**src/rtl/smg_pkg.sv**
```systemverilog
// smg_pkg: shared types and constants for the seven-segment scanner.
//   seg_t     : 8-bit segment word, bit 7 = dp, bits [6:0] = segments g..a
//   SEG_DP    : bit index of the decimal point inside seg_t
//   SEG_PAT   : active-high hex glyphs 0..F (bits g..a)
//   phase_t   : what the current slot is doing on the display pins
package smg_pkg;

    typedef logic [7:0] seg_t;

    localparam int SEG_DP = 7;

    localparam logic [6:0] SEG_PAT [16] = '{
        7'h3F, 7'h06, 7'h5B, 7'h4F,
        7'h66, 7'h6D, 7'h7D, 7'h07,
        7'h7F, 7'h6F, 7'h77, 7'h7C,
        7'h39, 7'h5E, 7'h79, 7'h71
    };

    typedef enum logic [1:0] {
        PH_DARK     = 2'd0,
        PH_BLANK    = 2'd1,
        PH_SHOW     = 2'd2,
        PH_SUPPRESS = 2'd3
    } phase_t;

endpackage

```
**src/rtl/smg_hex_decoder.sv**
```systemverilog
// smg_hex_decoder: combinational nibble + decimal point to active-high
// segment word. Output polarity is handled by the parent.
//   nibble : hex value 0..F
//   dp     : decimal point request
//   seg    : active-high segment word (bit 7 dp, bits [6:0] g..a)
module smg_hex_decoder
    import smg_pkg::*;
(
    input  logic [3:0] nibble,
    input  logic       dp,
    output logic [7:0] seg
);

    seg_t seg_w;

    always_comb begin
        seg_w         = '0;
        seg_w[6:0]    = SEG_PAT[nibble];
        seg_w[SEG_DP] = dp;
    end

    assign seg = seg_w;

endmodule

```
**src/rtl/smg_scan_ctrl.sv**
```systemverilog
// smg_scan_ctrl: multiplexed seven-segment display scanner.
// Time-slices DIGITS digit positions, most significant first, each slot being
// SCAN_TICKS cycles whose first BLANK_TICKS cycles are dark (anti-ghosting).
// All display outputs are registered and lag the slot state by one cycle.
//
// Optional build macro: SMG_LZB_EN compiles in leading-zero blanking
// (digit k > 0 is dark when it and every higher digit is 0 without dp).
//
// Ports:
//   CLK          clock, rising edge
//   RSTn         asynchronous active-low reset
//   Enable_Sig   1 = scan, 0 = display dark and scan held at its start
//   Number_Sig   4*DIGITS hex value, digit k = bits [4k+3:4k]
//   Dp_Sig       per-digit decimal point
//   Digit_Sel    one-hot digit enable (polarity per DIG_ACTIVE_LOW)
//   Seg_Data     dp + segments g..a (polarity per SEG_ACTIVE_LOW)
//   Number_Data  nibble of the digit in the current slot
//   Frame_Done   one-cycle pulse at the end of the digit-0 slot
module smg_scan_ctrl
    import smg_pkg::*;
#(
    parameter int DIGITS         = 4,
    parameter int SCAN_TICKS     = 100000,
    parameter int BLANK_TICKS    = 2,
    parameter int SEG_ACTIVE_LOW = 1,
    parameter int DIG_ACTIVE_LOW = 1
) (
    input  logic                  CLK,
    input  logic                  RSTn,
    input  logic                  Enable_Sig,
    input  logic [4*DIGITS-1:0]   Number_Sig,
    input  logic [DIGITS-1:0]     Dp_Sig,
    output logic [DIGITS-1:0]     Digit_Sel,
    output logic [7:0]            Seg_Data,
    output logic [3:0]            Number_Data,
    output logic                  Frame_Done
);

    localparam int CW = (SCAN_TICKS > 1) ? $clog2(SCAN_TICKS) : 1;
    localparam int IW = (DIGITS > 1) ? $clog2(DIGITS) : 1;

    localparam logic [CW-1:0]     C1_LAST  = CW'(SCAN_TICKS - 1);
    localparam logic [CW-1:0]     C1_BLANK = CW'(BLANK_TICKS);
    localparam logic [IW-1:0]     IDX_TOP  = IW'(DIGITS - 1);
    localparam logic [DIGITS-1:0] DIG_OFF  = (DIG_ACTIVE_LOW != 0) ? {DIGITS{1'b1}} : {DIGITS{1'b0}};
    localparam logic [7:0]        SEG_OFF  = (SEG_ACTIVE_LOW != 0) ? 8'hFF : 8'h00;

    logic [CW-1:0]     c1;
    logic [IW-1:0]     idx;
    logic [3:0]        nib_cur;
    logic              dp_cur;
    logic [DIGITS-1:0] sel_hi;
    logic              sup_cur;
    logic              slot_end;
    logic [7:0]        seg_hi;
    logic [7:0]        seg_drv;
    logic [DIGITS-1:0] dig_drv;
    phase_t            phase;

    // Digit selection by compare rather than variable indexing so that
    // DIGITS values that are not powers of two never index past the vectors.
    always_comb begin
        nib_cur = '0;
        dp_cur  = 1'b0;
        sel_hi  = '0;
        for (int k = 0; k < DIGITS; k++) begin
            if (idx == IW'(k)) begin
                nib_cur   = Number_Sig[4*k +: 4];
                dp_cur    = Dp_Sig[k];
                sel_hi[k] = 1'b1;
            end
        end
    end

`ifdef SMG_LZB_EN
    logic [DIGITS-1:0] lz_mask;
    logic              lz_run;

    // Walk from the most significant digit down; a digit stays suppressed
    // only while every digit above it (and itself) is a dp-less zero.
    always_comb begin
        lz_mask = '0;
        lz_run  = 1'b1;
        for (int k = DIGITS - 1; k >= 0; k--) begin
            lz_run = lz_run & (Number_Sig[4*k +: 4] == 4'h0) & ~Dp_Sig[k];
            if (k > 0) begin
                lz_mask[k] = lz_run;
            end
        end
    end

    assign sup_cur = |(lz_mask & sel_hi);
`else
    assign sup_cur = 1'b0;
`endif

    assign slot_end = (c1 == C1_LAST);

    always_comb begin
        phase = PH_SHOW;
        if (!Enable_Sig) begin
            phase = PH_DARK;
        end else if (c1 < C1_BLANK) begin
            phase = PH_BLANK;
        end else if (sup_cur) begin
            phase = PH_SUPPRESS;
        end
    end

    smg_hex_decoder u_dec (
        .nibble (nib_cur),
        .dp     (dp_cur),
        .seg    (seg_hi)
    );

    assign seg_drv = (SEG_ACTIVE_LOW != 0) ? ~seg_hi : seg_hi;
    assign dig_drv = (DIG_ACTIVE_LOW != 0) ? ~sel_hi : sel_hi;

    always_ff @(posedge CLK or negedge RSTn) begin
        if (!RSTn) begin
            c1          <= '0;
            idx         <= IDX_TOP;
            Digit_Sel   <= DIG_OFF;
            Seg_Data    <= SEG_OFF;
            Number_Data <= '0;
            Frame_Done  <= 1'b0;
        end else begin
            Number_Data <= nib_cur;
            Frame_Done  <= Enable_Sig && slot_end && (idx == '0);

            if (phase == PH_SHOW) begin
                Digit_Sel <= dig_drv;
                Seg_Data  <= seg_drv;
            end else begin
                Digit_Sel <= DIG_OFF;
                Seg_Data  <= SEG_OFF;
            end

            // Disable parks the scan so re-enable starts a full top-digit slot.
            if (!Enable_Sig) begin
                c1  <= '0;
                idx <= IDX_TOP;
            end else if (slot_end) begin
                c1  <= '0;
                idx <= (idx == '0) ? IDX_TOP : idx - 1'b1;
            end else begin
                c1  <= c1 + 1'b1;
            end
        end
    end

endmodule

```
**config.mk**
```make
export PLATFORM = sky130hd
export DESIGN_NAME = smg_scan_ctrl
export DESIGN_NICKNAME = d
export VERILOG_FILES = /design/src/rtl/smg_pkg.sv /design/src/rtl/smg_hex_decoder.sv /design/src/rtl/smg_scan_ctrl.sv
export SDC_FILE = /design/constraint.sdc
export NUM_CORES = 1
export LEC_CHECK = 0
export CAP_MARGIN = 20
export CORE_MARGIN = 2
export CORE_UTILIZATION = 53
export CTS_BUF_LIST = sky130_fd_sc_hd__clkbuf_8
export DETAILED_ROUTE_END_ITERATION = 12
export HOLD_SLACK_MARGIN = 0.05
export PLACE_DENSITY = 0.79
export REMOVE_ABC_BUFFERS = 1
export SLEW_MARGIN = 10
export SYNTH_ARGS = -nofsm -noshare
export SYNTH_HDL_FRONTEND = slang
export SYNTH_HIERARCHICAL = 1
export SYNTH_SLANG_ARGS = --single-unit
```
**constraint.sdc**
```tcl
create_clock -name CLK -period 3.7 [get_ports CLK]
set_input_delay 0.555 -clock CLK [delete_from_list [all_inputs] [get_ports CLK]]
set_output_delay 0.555 -clock CLK [all_outputs]
set_load 0.01 [all_outputs]
```
==> flow_metrics.tcl, run 1 <==
set metrics [dict create \
    r2r-end "Seg_Data[3]" \
    fin_area_sq_um 2526 \
    cts_root_buf "clkbuf_8" \
    required_ns 3.93 \
    clock_skew_ns 0.008491 \
    synth_top_area_share_pct 27.55 \
    vias 1524 \
    worstMarginPinSlew_ns 0.6831 \
    ios 40 \
    fmax_ghz 0.3304 \
    min_path_cells 1 \
    routabilityCongestion 0.8271 \
    min_path_type "reg -> reg" \
    ff2ff_path_depth 9 \
    reg2reg_slack_ns 0.67 \
    synth.most_common_cell "nand2_1" \
    wl_per_cell_um 14.05 \
    die_area_sq_um 4277 \
    antenna_left 0 \
    overflow 0 \
    dp.final_hpwl_um 2848 \
    slew_headroom_pct 53.98 \
    cts.sinks 36 \
    syn_area_sq_um 1998 \
    grt_pass1_vias 1497 \
    p_leak_nw 1.036 \
    cp-start-kind "flop" \
    dieWidth_um 65.40 \
    areaGrowthSynthToFinish_pct 26.42 \
    seqCellArea_sq_um 918.4 \
    holdPathEnd "c1[0]" \
    dp.cells 278 \
    nets 272 \
    synth.area.top_cells "dfrtp_1 28%, dfstp_2 18%, ha_1 7.5%" \
    post_cts_resize_count 0 \
    ys_ff_latch 36 \
    totalWireLength_um 4017 \
    htree_levels 2 \
    syn_avg_cell_area_sq_um 10.19 \
    setup_violations 0 \
    drt_iter0_drc 113 \
    grt_max_degree 37 \
    grt_pass1_wl_um 6762 \
    drv_cap 0 \
    criticalPathCategory "reg -> reg" \
    rows 22 \
    cts_buffers 5 \
    synth_area_leader_cell "dfrtp_1" \
    ys_warn_count 6 \
    via_per_inst 5.329 \
    hold_violations 0 \
    powerDensity_nw_per_um2 340.8 \
    async_reset_ff_share_pct 100.0 \
    run_status "completed" \
    post_dp_cell_area_sq_um 2419 \
    start_util_pct 54.99 \
    ys_types 44 \
    rsz0062_at_grt "false" \
    period_share_pct 81.81 \
    clkSlewWorstSetupHoldPaths_ns 0.07 \
    fin_setup_tns_ns 0 \
    clk_latency_ns 0.29 \
    antenna_found_initial 0 \
    drive_above_1_share_pct 14.29 \
    period_minus_slack_ns 3.027 \
    crit_fanout 8 \
    drc 0 \
    synthCells 196 \
    grt.total_usage_pct 20.72 \
    cts_setup_buffers 0 \
    cts_hold_buf 0 \
    netlist_top_cells_count "27 x nand2_1, 22 x dfrtp_1, 16 x nor2_1" \
    min_from "c1[0]" \
    synth_edf_count 0 \
    n_fill_cell 304 \
    cts_tree "done" \
    ir_drop_v 0.0002131 \
    drt_first_pass_iters 4 \
    final_cells 286 \
    die_h_um 65.40 \
    worstPathArrival_ns 3.26 \
    multi_input_area_sq_um 997.2 \
    yosysSeqAreaShare_pct 45.96 \
    antenna_cells 0 \
    core_sq_um 3633 \
    clk_path_buf_depth 2 \
    ys.flop_type "dfrtp_1" \
    port_buffers 39 \
    p_total_w 0.0008610 \
    r2r_start "idx[1]" \
    endpoint_kind "flop" \
    slew_violations 0 \
]
==> cells in the final DEF (no fill, tap or decap), types with 2 or more instances in the layout <==
master / count
clkdlybuf4s50_1: 39
nand2_1: 27
dfrtp_1: 22
nor2_1: 16
dfstp_2: 14
ha_1: 12
inv_1: 9
xnor2_1: 8
nor3_1: 7
nor2b_1: 6
a21oi_1: 6
nand3_1: 6
nor4_1: 5
xor2_1: 5
clkbuf_8: 5
a221oi_1: 4
o31ai_1: 4
nand4_1: 4
o21ai_0: 3
mux2i_1: 3
buf_4: 3
mux2_2: 3
nand3b_1: 2
and4_1: 2
nor4b_1: 2
o31a_2: 2
==> report_power, final <==
part | total (W) | internal (W) | switching [W]
Clock | 0.000337 | 0.000197 | 0.000140
Sequential | 0.000416 | 0.000411 | 0.00000570
Combinational | 0.000107 | 0.0000578 | 0.0000492
Total | 0.000861 | 0.000666 | 0.000195
==> worst max-delay path: stages, from the launching register on <==
cell,delay [ns]
dfstp_2,0.56
inv_1,0.07
ha_1,0.28
nor2b_1,0.27
a221oi_1,0.12
o31ai_1,0.53
inv_1,0.22
ha_1,0.35
mux4_1,0.48
nand2_1,0.08
==> layout make-up <==
type                    instances  share of cell area [%]
multi-input cells             144                   39.48
flip-flops and latches         36                   36.35
repair buffers                 42                   16.34
clock buffers                   5                   2.724
well taps                      48                   2.377
clock inverters                 3                   1.535
inverters                       8                   1.189
==> state kept, by name (all words and copies together) (netlist names) <==
name / flops
c1: 17
Seg_Data: 8
Frame_Done: 1
Digit_Sel: 4
Number_Data: 4
idx: 2
==> metal layers <==
metal	share of wire (%)	global-route usage [%]	vias up
li1	-	-	771
met3	2.4	3.425	11
met5	0	0	-
met4	3.3	11.72	0
met1	48	27.66	719
met2	46	32.02	23
==> through the flow <==
step                hold slack [ns]  setup slack, ns  util, %
floorplan                    0.2594           0.7344        -
global placement             0.4771           0.7942    66.56
detailed placement           0.4797           0.6493    66.56
CTS                          0.4896           0.6632    69.52
global route                 0.5151           0.3925    69.52
finish                       0.4845           0.6732    69.52
==> kinds of logic (layout without fill, tap and decap cells) <==
group,Yosys count,after routing,synth area share [%]
flip-flops,36,36,45.96
buffers and inverters,16,58,4.383
multiplexers,7,7,4.509
adder cells (fa/ha/maj),12,12,7.514
AND/OR/NAND/NOR,87,87,22.36
XOR/XNOR,13,13,5.698
AO/OA/AOI/OAI,25,25,9.581
==> worst max path at each step <==
| stage | slack, ns | startpoint | endpoint |
|---|---|---|---|
| after floorplan | 0.73 | idx[1] | Seg_Data[3] |
| final | 0.67 | idx[1] | Seg_Data[3] |
| after detailed placement | 0.65 | Number_Sig[1] | Seg_Data[3] |
| after global placement | 0.79 | idx[1] | Seg_Data[3] |
| after CTS | 0.66 | idx[1] | Seg_Data[3] |
| after global routing | 0.39 | idx[1] | Seg_Data[3] |
No activity file was read; power rests on OpenSTA's default activity.
==> run 2: changes to the inputs <==
- clock period: 3.7 -> 2.9 ns (I/O delays scaled with it)
==> flow_metrics.tcl, run 2 (synthesis results as in run 1) <==
set metrics [dict create \
    fin_setup_tns_ns 0 \
    htree_levels 2 \
    post_cts_resize_count 0 \
    p_leak_nw 1.031 \
    wl_per_cell_um 14.31 \
    drt_first_pass_iters 4 \
    use_met3_pct 3.425 \
    layout_commonest_cell "clkdlybuf4s50_1" \
    clk_path_buf_depth 2 \
    slew_violations 0 \
    drive_above_1_share_pct 14.64 \
    reg2reg_slack_ns 0.26 \
    min_path_type "reg -> reg" \
    final_cell_mix "39 x clkdlybuf4s50_1, 27 x nand2_1, 22 x dfrtp_1" \
    antenna_found_initial 0 \
    setup_violations 0 \
    endpoint_kind "flop" \
    fmax_ghz 0.3790 \
    use_met1_pct 28.60 \
    post_dp_cell_area_sq_um 2434 \
    antenna_left 0 \
    run_status "completed" \
    cts_tree "done" \
    grt_pass1_wl_um 7120 \
    core_sq_um 3633 \
    die_h_um 65.40 \
    grt.total_usage_pct 22.07 \
    rows 22 \
    busiest_layer "met2" \
    vias 1536 \
    grt_util_met2_pct 36.35 \
    nets 274 \
    worstPathArrival_ns 2.87 \
    slew_headroom_pct 59.46 \
    ir_drop_v 0.0003287 \
    cts_hold_buf 0 \
    period_share_pct 90.97 \
    clkSlewWorstSetupHoldPaths_ns 0.07 \
    setup_ws_ns 0.2618 \
    dp.final_hpwl_um 3035 \
    drc 0 \
    fin_area_sq_um 2511 \
    start_util_pct 54.99 \
    cts.sinks 36 \
    totalWireLength_um 4108 \
    cts_setup_buffers 0 \
    powerDensity_nw_per_um2 399.6 \
    ios 40 \
    holdWs_ns 0.5030 \
    criticalPathCategory "reg -> reg" \
    worstMarginPinSlew_ns 0.6080 \
    hold_violations 0 \
    cp-start-kind "flop" \
    port_buffers 39 \
    clock_skew_ns 0.006881 \
    rsz0062_at_grt "false" \
    areaGrowthSynthToFinish_pct 25.67 \
    via_per_inst 5.352 \
    period_minus_slack_ns 2.638 \
    crit_fanout 8 \
    grt_max_degree 37 \
    pre_cts_ws_ns 0.2767 \
    clk_latency_ns 0.29 \
    largest_reg_flops 17 \
    routabilityCongestion 0.8149 \
    dieWidth_um 65.40 \
    drv_cap 0 \
    required_ns 3.13 \
    cts_buffers 5 \
    top_register "c1" \
    cts_root_buf "clkbuf_8" \
    drt_iter0_drc 100 \
    p_total_w 0.001003 \
    die_area_sq_um 4277 \
    antenna_cells 0 \
    largest_registers "c1 (17), Seg_Data (8)" \
    grt_pass1_vias 1519 \
    overflow 0 \
]
-- run 2: per-stage QoR --
stage | util (%) | instances
2_1_floorplan | - | 188
3_3_place_gp | 66.98 | 280
5_1_grt | 69.11 | 287
6_report | 69.11 | 287
4_1_cts | 69.11 | 287
3_5_place_dp | 66.98 | 280
-- run 2: worst max-delay path, stage by stage, from the launching register on --
cell and delay, ns:
dfstp_2 0.55, inv_1 0.06, ha_1 0.26, nor2b_1 0.26
a221oi_1 0.12, o31ai_1 0.29, inv_1 0.15, ha_1 0.33
mux4_1 0.49, nand2_1 0.07
-- run 2: path summary, 6_finish.rpt --
| kind | start | endpoint | cells after the start |
|---|---|---|---|
| worst max-delay path | idx[1] | Seg_Data[3] | 9 |
| worst min-delay path | c1[0] | c1[0] | 1 |
| worst max register to register | idx[1] | Seg_Data[3] | 9 |
| worst min register to register | c1[0] | c1[0] | 1 |
| max in group asynchronous | RSTn | Digit_Sel[0] | 2 |
| min in group asynchronous | RSTn | Number_Data[3] | 2 |
-- run 2: cell type report --
class | count | area, sq um
Multi-Input combinational cell | 144 | 997.2
Tap cell | 48 | 60.06
Timing Repair Buffer | 44 | 427.9
Clock buffer | 5 | 68.82
Clock inverter | 2 | 8.758
Fill cell | 284 | 1122
Inverter | 8 | 30.03
Sequential cell | 36 | 918.4
-- run 2: report_power, final --
part | internal [W] | switching (W) | total, W
Clock | 0.000160 | 0.000173 | 0.000332
Combinational | 0.0000756 | 0.0000637 | 0.000139
Sequential | 0.000524 | 0.00000752 | 0.000532
Total | 0.000759 | 0.000244 | 0.00100
-- run 2: metal layers --
metal / up-vias / share of wire (%)
li1: 768 / -
met1: 733 / 47
met2: 26 / 48
met3: 9 / 2.8
met4: 0 / 2.4
met5: - / 0
==> patch 1 (settings of run 1) <==
The parameter `DIGITS` goes from 4 to 2. Comments in the files are not updated.
--- a/src/rtl/smg_scan_ctrl.sv
+++ b/src/rtl/smg_scan_ctrl.sv
@@ -19,7 +19,7 @@
 module smg_scan_ctrl
     import smg_pkg::*;
 #(
-    parameter int DIGITS         = 4,
+    parameter int DIGITS         = 2,
     parameter int SCAN_TICKS     = 100000,
     parameter int BLANK_TICKS    = 2,
     parameter int SEG_ACTIVE_LOW = 1,
Ports: changed (resized Digit_Sel, Dp_Sig and Number_Sig); port bits go from 40 to 28. The function was not compared with the original's and may differ.
==> patch 1 against run 1 <==
Total power shrank 15%. Setup slack gained 890 ps. Utilization shrank 1.6 points. Area after synthesis shrank 13%. Fmax grew 42%. Cell area shrank 17%. Wire length shrank 12%. Sequential cell count shrank 3. Critical path type unchanged.
==> patch 1: results (changes against run 1) <==
| Metric | Value |
|---|---|
| Area contributors post-synth | dfrtp_1 (32%), dfstp_2 (17%), ha_1 (5.7%), xnor2_1 (5.5%), mux2_2 (5.2%) (was dfrtp_1 (28%), dfstp_2 (18%), ha_1 (7.5%), nand2_1 (5.1%), xnor2_1 (3.5%)) |
| DR pass1 iterations | 4 (unchanged) |
| Global-route wire length before repair | 5.927 mm (was 6.762 mm) |
| Peak VDD IR | 0.0003205 V (was 0.0002131 V) |
| Vias per inst | 5.445 (was 5.329) |
| Commonest cells post-synth | dfrtp_1 (22), nor2_1 (17), nand2_1 (16) (was nand2_1 (27), dfrtp_1 (22), nor2_1 (16)) |
| P_int | 0.5557 mW (was 0.6657 mW) |
| Layout cells sized above 1 | 18.23% (was 14.29%) |
| Ys async rst share | 100.0% (unchanged) |
| Critical path peak fanout | 9 (was 8) |
| Clock transition at path regs | 60 ps |
| Primary FF master, synth | dfrtp_1 (unchanged) |
| Root buffer cell | clkbuf_8 (unchanged) |
| Final Wtd Congestion | 0.8408 (was 0.8271) |
| Largest regs | c1 (17), Seg_Data (8), Number_Data (4) (was c1 (17), Seg_Data (8)) |
| Clock insertion delay at the later pin of the skew report | 280 ps |
| Static Leak | 0.8568 nW (was 1.036 nW) |
| Fillers | 269 (was 304) |
| Nets | 212 (was 272) |
| GRT Overall Usage | 22.00% (was 20.72%) |
| Initial antenna violation count | 0 (unchanged) |
| Largest net degree at the start of global routing | 26 (was 37) |
| Status | complete, no violations (unchanged) |
| CTS max path bufs | 2 (unchanged) |
| Setup Skew | 3.541 ps (was 8.491 ps) |
| DR iter-0 viols | 67 (was 113) |
| Hold Crit Class | in2async (was reg2reg) |
| Diodes inserted | 0 (unchanged) |
| Distinct cells, synth | 36 (was 44) |
| Post-CTS setup buffer count | 0 (unchanged) |
| Critical Path AT | 2350 ps (was 3260 ps) |
| Register area share after synthesis | 48.13% (was 45.96%) |
| I/O Buffers | 27 (was 39) |
| YS warnings | 6 (unchanged) |
| Hpwl dp | 2.614 mm (was 2.848 mm) |
| Total Wirelength | 3.532 mm (was 4.017 mm) |
| H-tree Lvls | 2 (unchanged) |
| TritonCTS Buffers | 5 (unchanged) |
| Post-CTS sizing | 0 (unchanged) |
| Slew at the pin closest to its max-slew limit | 889.2 ps (was 683.1 ps) |
==> patch 1: cell types whose count changed in the layout (fill, tap and decap cells not counted), sizes merged, moves of 3 or more <==
cell,change
nor2b,-5
xnor2,+3
a221oi,-4
a21oi,-3
o21ai,-3
ha,-4
mux2,+5
dfstp,-3
nand4,+3
clkdlybuf4s50,-12
o31ai,-6
nand2,-10
==> patch 1: worst paths after layout <==
path                                      to  from  slack, ps  cells after the start
worst max-delay path             Seg_Data[3]   idx       1560                      6
worst min-delay path                   c1[2]  RSTn        520                      1
worst max register to register   Seg_Data[3]   idx       1560                      6
worst min register to register  Digit_Sel[1]   idx        530                      1
max in group asynchronous        Seg_Data[0]  RSTn       2510                      3
min in group CLK                Digit_Sel[1]   idx        530                      1
==> patch 1: layout make-up <==
class | instances | area, sq um | share of cell area [%]
inverter | 7 | 26.28 | 1.247
timing repair buffer | 30 | 300.3 | 14.25
tap | 44 | 55.05 | 2.613
clock buffer | 5 | 68.82 | 3.266
clock inverter | 3 | 13.76 | 0.6532
multi-input combinational | 114 | 803.3 | 38.12
sequential | 33 | 839.6 | 39.85
==> patch 1: cell families (layout without fill, tap and decap cells) <==
logic type | Yosys count | in the layout | synth area share [%]
AND/OR/NAND/NOR | 72 | 72 | 21.59
multiplexers | 11 | 11 | 7.820
XOR/XNOR | 16 | 16 | 8.034
flip-flops | 33 | 33 | 48.14
buffers and inverters | 14 | 45 | 5.811
AO/OA/AOI/OAI | 7 | 7 | 2.870
adder cells (fa/ha/maj) | 8 | 8 | 5.739
==> patch 1: critical path, cell delays in order (launching register included) <==
cell	delay, ps
dfstp_2	640
mux2_2	420
inv_1	140
ha_1	260
inv_1	50
mux4_1	480
nand2_1	70
==> patch 1: power by group through the flow <==
| stage | sequential, mW | clock [mW] | combinational [mW] |
|---|---|---|---|
| final | 0.385 | 0.252 | 0.0967 |
| after global routing | 0.386 | 0.280 | 0.106 |
| after CTS | 0.385 | 0.259 | 0.0958 |
| after detailed placement | 0.391 | 0 | 0.0950 |
| after global placement | 0.390 | 0 | 0.0912 |
| after floorplan | 0.395 | 0 | 0.0386 |
==> patch 1: per-layer routing <==
layer / track usage [%] / routed length, um / vias up
li1: - / - / 613
met4: 10.94 / 96 / 0
met2: 39.06 / 1945 / 31
met3: 5.672 / 144 / 11
met1: 24.32 / 1345 / 630
met5: 0 / 0 / -
==> patch 1: per-stage QoR <==
stage	worst slack, ps	std cells	utilization (%)	area [sq um]	power (mW)
floorplan	1756	154	-	1669	0.4338
global placement	1432	227	64.76	2009	0.4815
detailed placement	1344	227	64.76	2009	0.4863
CTS	1568	235	67.42	2092	0.7403
global route	1460	236	67.90	2107	0.7717
finish	1565	236	67.90	2107	0.7337
==> patch 2 (config.mk and constraints of run 1) <==
Without the edit above. Register the input `Enable_Sig` before use, with the module's reset. The logic sees it one clock later. The other inputs are not delayed to match.
--- a/src/rtl/smg_scan_ctrl.sv
+++ b/src/rtl/smg_scan_ctrl.sv
@@ -44,6 +44,16 @@
     localparam logic [IW-1:0]     IDX_TOP  = IW'(DIGITS - 1);
     localparam logic [DIGITS-1:0] DIG_OFF  = (DIG_ACTIVE_LOW != 0) ? {DIGITS{1'b1}} : {DIGITS{1'b0}};
     localparam logic [7:0]        SEG_OFF  = (SEG_ACTIVE_LOW != 0) ? 8'hFF : 8'h00;
+
+    logic Enable_Sig_q;
+
+    always_ff @(posedge CLK or negedge RSTn) begin
+        if (!RSTn) begin
+            Enable_Sig_q <= '0;
+        end else begin
+            Enable_Sig_q <= Enable_Sig;
+        end
+    end
 
     logic [CW-1:0]     c1;
     logic [IW-1:0]     idx;
@@ -98,7 +108,7 @@
 
     always_comb begin
         phase = PH_SHOW;
-        if (!Enable_Sig) begin
+        if (!Enable_Sig_q) begin
             phase = PH_DARK;
         end else if (c1 < C1_BLANK) begin
             phase = PH_BLANK;
@@ -126,7 +136,7 @@
             Frame_Done  <= 1'b0;
         end else begin
             Number_Data <= nib_cur;
-            Frame_Done  <= Enable_Sig && slot_end && (idx == '0);
+            Frame_Done  <= Enable_Sig_q && slot_end && (idx == '0);
 
             if (phase == PH_SHOW) begin
                 Digit_Sel <= dig_drv;
@@ -137,7 +147,7 @@
             end
 
             // Disable parks the scan so re-enable starts a full top-digit slot.
-            if (!Enable_Sig) begin
+            if (!Enable_Sig_q) begin
                 c1  <= '0;
                 idx <= IDX_TOP;
             end else if (slot_end) begin
Check against the original RTL: not equivalent (a bounded check fails within 4 cycles, from zero or initial values and one cycle with RSTn low).
==> patch 2 against run 1 <==
Total power up 4.2%. Cell area is 3.0% higher. Sequential cell count is 1 higher. Setup slack improved by 73 ps. Sequential share of layout area is 0.087 points lower. Utilization up 1.0 points. Wire length fell by 2.6%. Sequential power up 3%. Die area increased by 3.0%. Clock power rose by 7.7%. Area after synthesis increased by 3.2%. Critical path type unchanged. Critical endpoint unchanged.
==> patch 2: results (changes against run 1) <==
| Metric | Value |
|---|---|
| Initial antenna violation count | 0 (unchanged) |
| Signal inverters | 8 (unchanged) |
| Primary FF master, synth | dfrtp_1 (unchanged) |
| Clk network pwr share | 40.4% (was 39.2%) |
| Register Area | 943.4 sq um (was 918.4 sq um) |
| Clock buf/inv share | 4.618% (was 4.260%) |
| Layout cells sized above 1 | 16.60% (was 14.29%) |
| Global-route wire length before repair | 6.755 mm (was 6.762 mm) |
| Largest net degree at the start of global routing | 38 (was 37) |
| Post-CTS sizing | 0 (unchanged) |
| Vias in the first global route | 1494 (was 1497) |
| Hpwl dp | 2.846 mm (was 2.848 mm) |
| Multi-input comb cells | 145 (was 144) |
| GRT Overall Usage | 20.59% (was 20.72%) |
| Status | complete, no violations (unchanged) |
| Sequential power share | 47.9% (was 48.4%) |
| Clock transition at path regs | 70 ps (about the same) |
| Post-Synth XOR/XNOR Area | 6.371% (was 5.698%) |
| R2R Setup Slk | 750 ps (was 670 ps) |
| DR iter-0 viols | 73 (was 113) |
| Max incr delay on CP | 550 ps |
| Distinct cells, synth | 42 (was 44) |
| Pwr dens | 344.8 nW/um^2 (was 340.8 nW/um^2) |
| Static Leak | 1.090 nW (was 1.036 nW) |
| Post-synthesis adder-cell area fraction | 7.282% (was 7.514%) |
| Diodes inserted | 0 (unchanged) |
| YS warnings | 6 (unchanged) |
| CTS max path bufs | 2 (unchanged) |
| Area of the multi-input gates | 1027 sq um (was 997.2 sq um) |
| Setup Skew | 6.552 ps (was 8.491 ps) |
| CLK BUF | 6 (was 5) |
| Mux cell area share after synthesis | 4.369% (was 4.508%) |
| Sw Share | 22.02% (was 22.68%) |
| I/O Buffers | 39 (unchanged) |
| Wire per inst | 13.54 um (was 14.05 um) |
| Sequential cell count | 37 (was 36) |
| Critical Path AT | 3180 ps (was 3260 ps) |
| Peak VDD IR | 0.0001783 V (was 0.0002131 V) |
| DR pass1 iterations | 3 (was 4) |
| Nets | 275 (was 272) |
| Slew headroom | 59.74% (was 53.98%) |
| Fin Hold WS | 492.5 ps (was 484.5 ps) |
| Commonest cells post-synth | nand2_1 (27), dfrtp_1 (23), nor2_1 (19) (was nand2_1 (27), dfrtp_1 (22), nor2_1 (16)) |
| Post-CTS setup buffer count | 0 (unchanged) |
| CP max stage cell | dfstp_2 (unchanged) |
| Synth Area in Compound Gates | 6.796% (was 9.580%) |
| Area contributors post-synth | dfrtp_1 (28%), dfstp_2 (18%), ha_1 (7.3%), xnor2_1 (5.1%), nand2_1 (4.9%) (was dfrtp_1 (28%), dfstp_2 (18%), ha_1 (7.5%), nand2_1 (5.1%), xnor2_1 (3.5%)) |
| DP Worst Slack | 743.9 ps (was 649.3 ps) |
| Final Wtd Congestion | 0.8328 (was 0.8271) |
| Fillers | 303 (was 304) |
| Largest regs | c1 (17), Seg_Data (8) (unchanged) |
| Ys async rst share | 100.0% (unchanged) |
| Data buffer area share | 16.16% (was 16.34%) |
| Register area share after synthesis | 45.75% (was 45.96%) |
| Nonclk buf count | 43 (was 42) |
| Vias per inst | 5.346 (was 5.329) |
| FF-to-FF path depth | 10 (was 9) |
[patch 2: changes by cell type in the layout (fill, tap and decap cells not counted), moves of 2 or more]
| cell | delta |
|---|---|
| nor4_2 | +5 |
| nor4_1 | -4 |
| xnor2_1 | +4 |
| nor2_1 | +3 |
| nor4b_1 | -2 |
| o21ai_0 | -2 |
| xor2_1 | -2 |
[patch 2: per-layer routing]
metal	GRT usage, %	up-vias	share of wire [%]
met5	0	-	0
met4	9.439	0	1.9
met3	5.111	7	3.6
met2	32.38	33	45
met1	26.65	736	49
li1	-	769	-
[patch 2: critical path, delay by kind of cell, from the launching register on]
family	cells	cell delay (ps)
AO/OA/AOI/OAI	3	710
buffers and inverters	2	270
adder cells (fa/ha/maj)	2	620
AND/OR/NAND/NOR	2	260
flip-flops	1	550
multiplexers	1	490
[patch 2: metrics by stage]
stage                     std cells  cell area (sq um)
final                           289               2601
after detailed placement        281               2481
after global routing            289               2601
after global placement          281               2481
after CTS                       289               2601
after floorplan                 190               2001
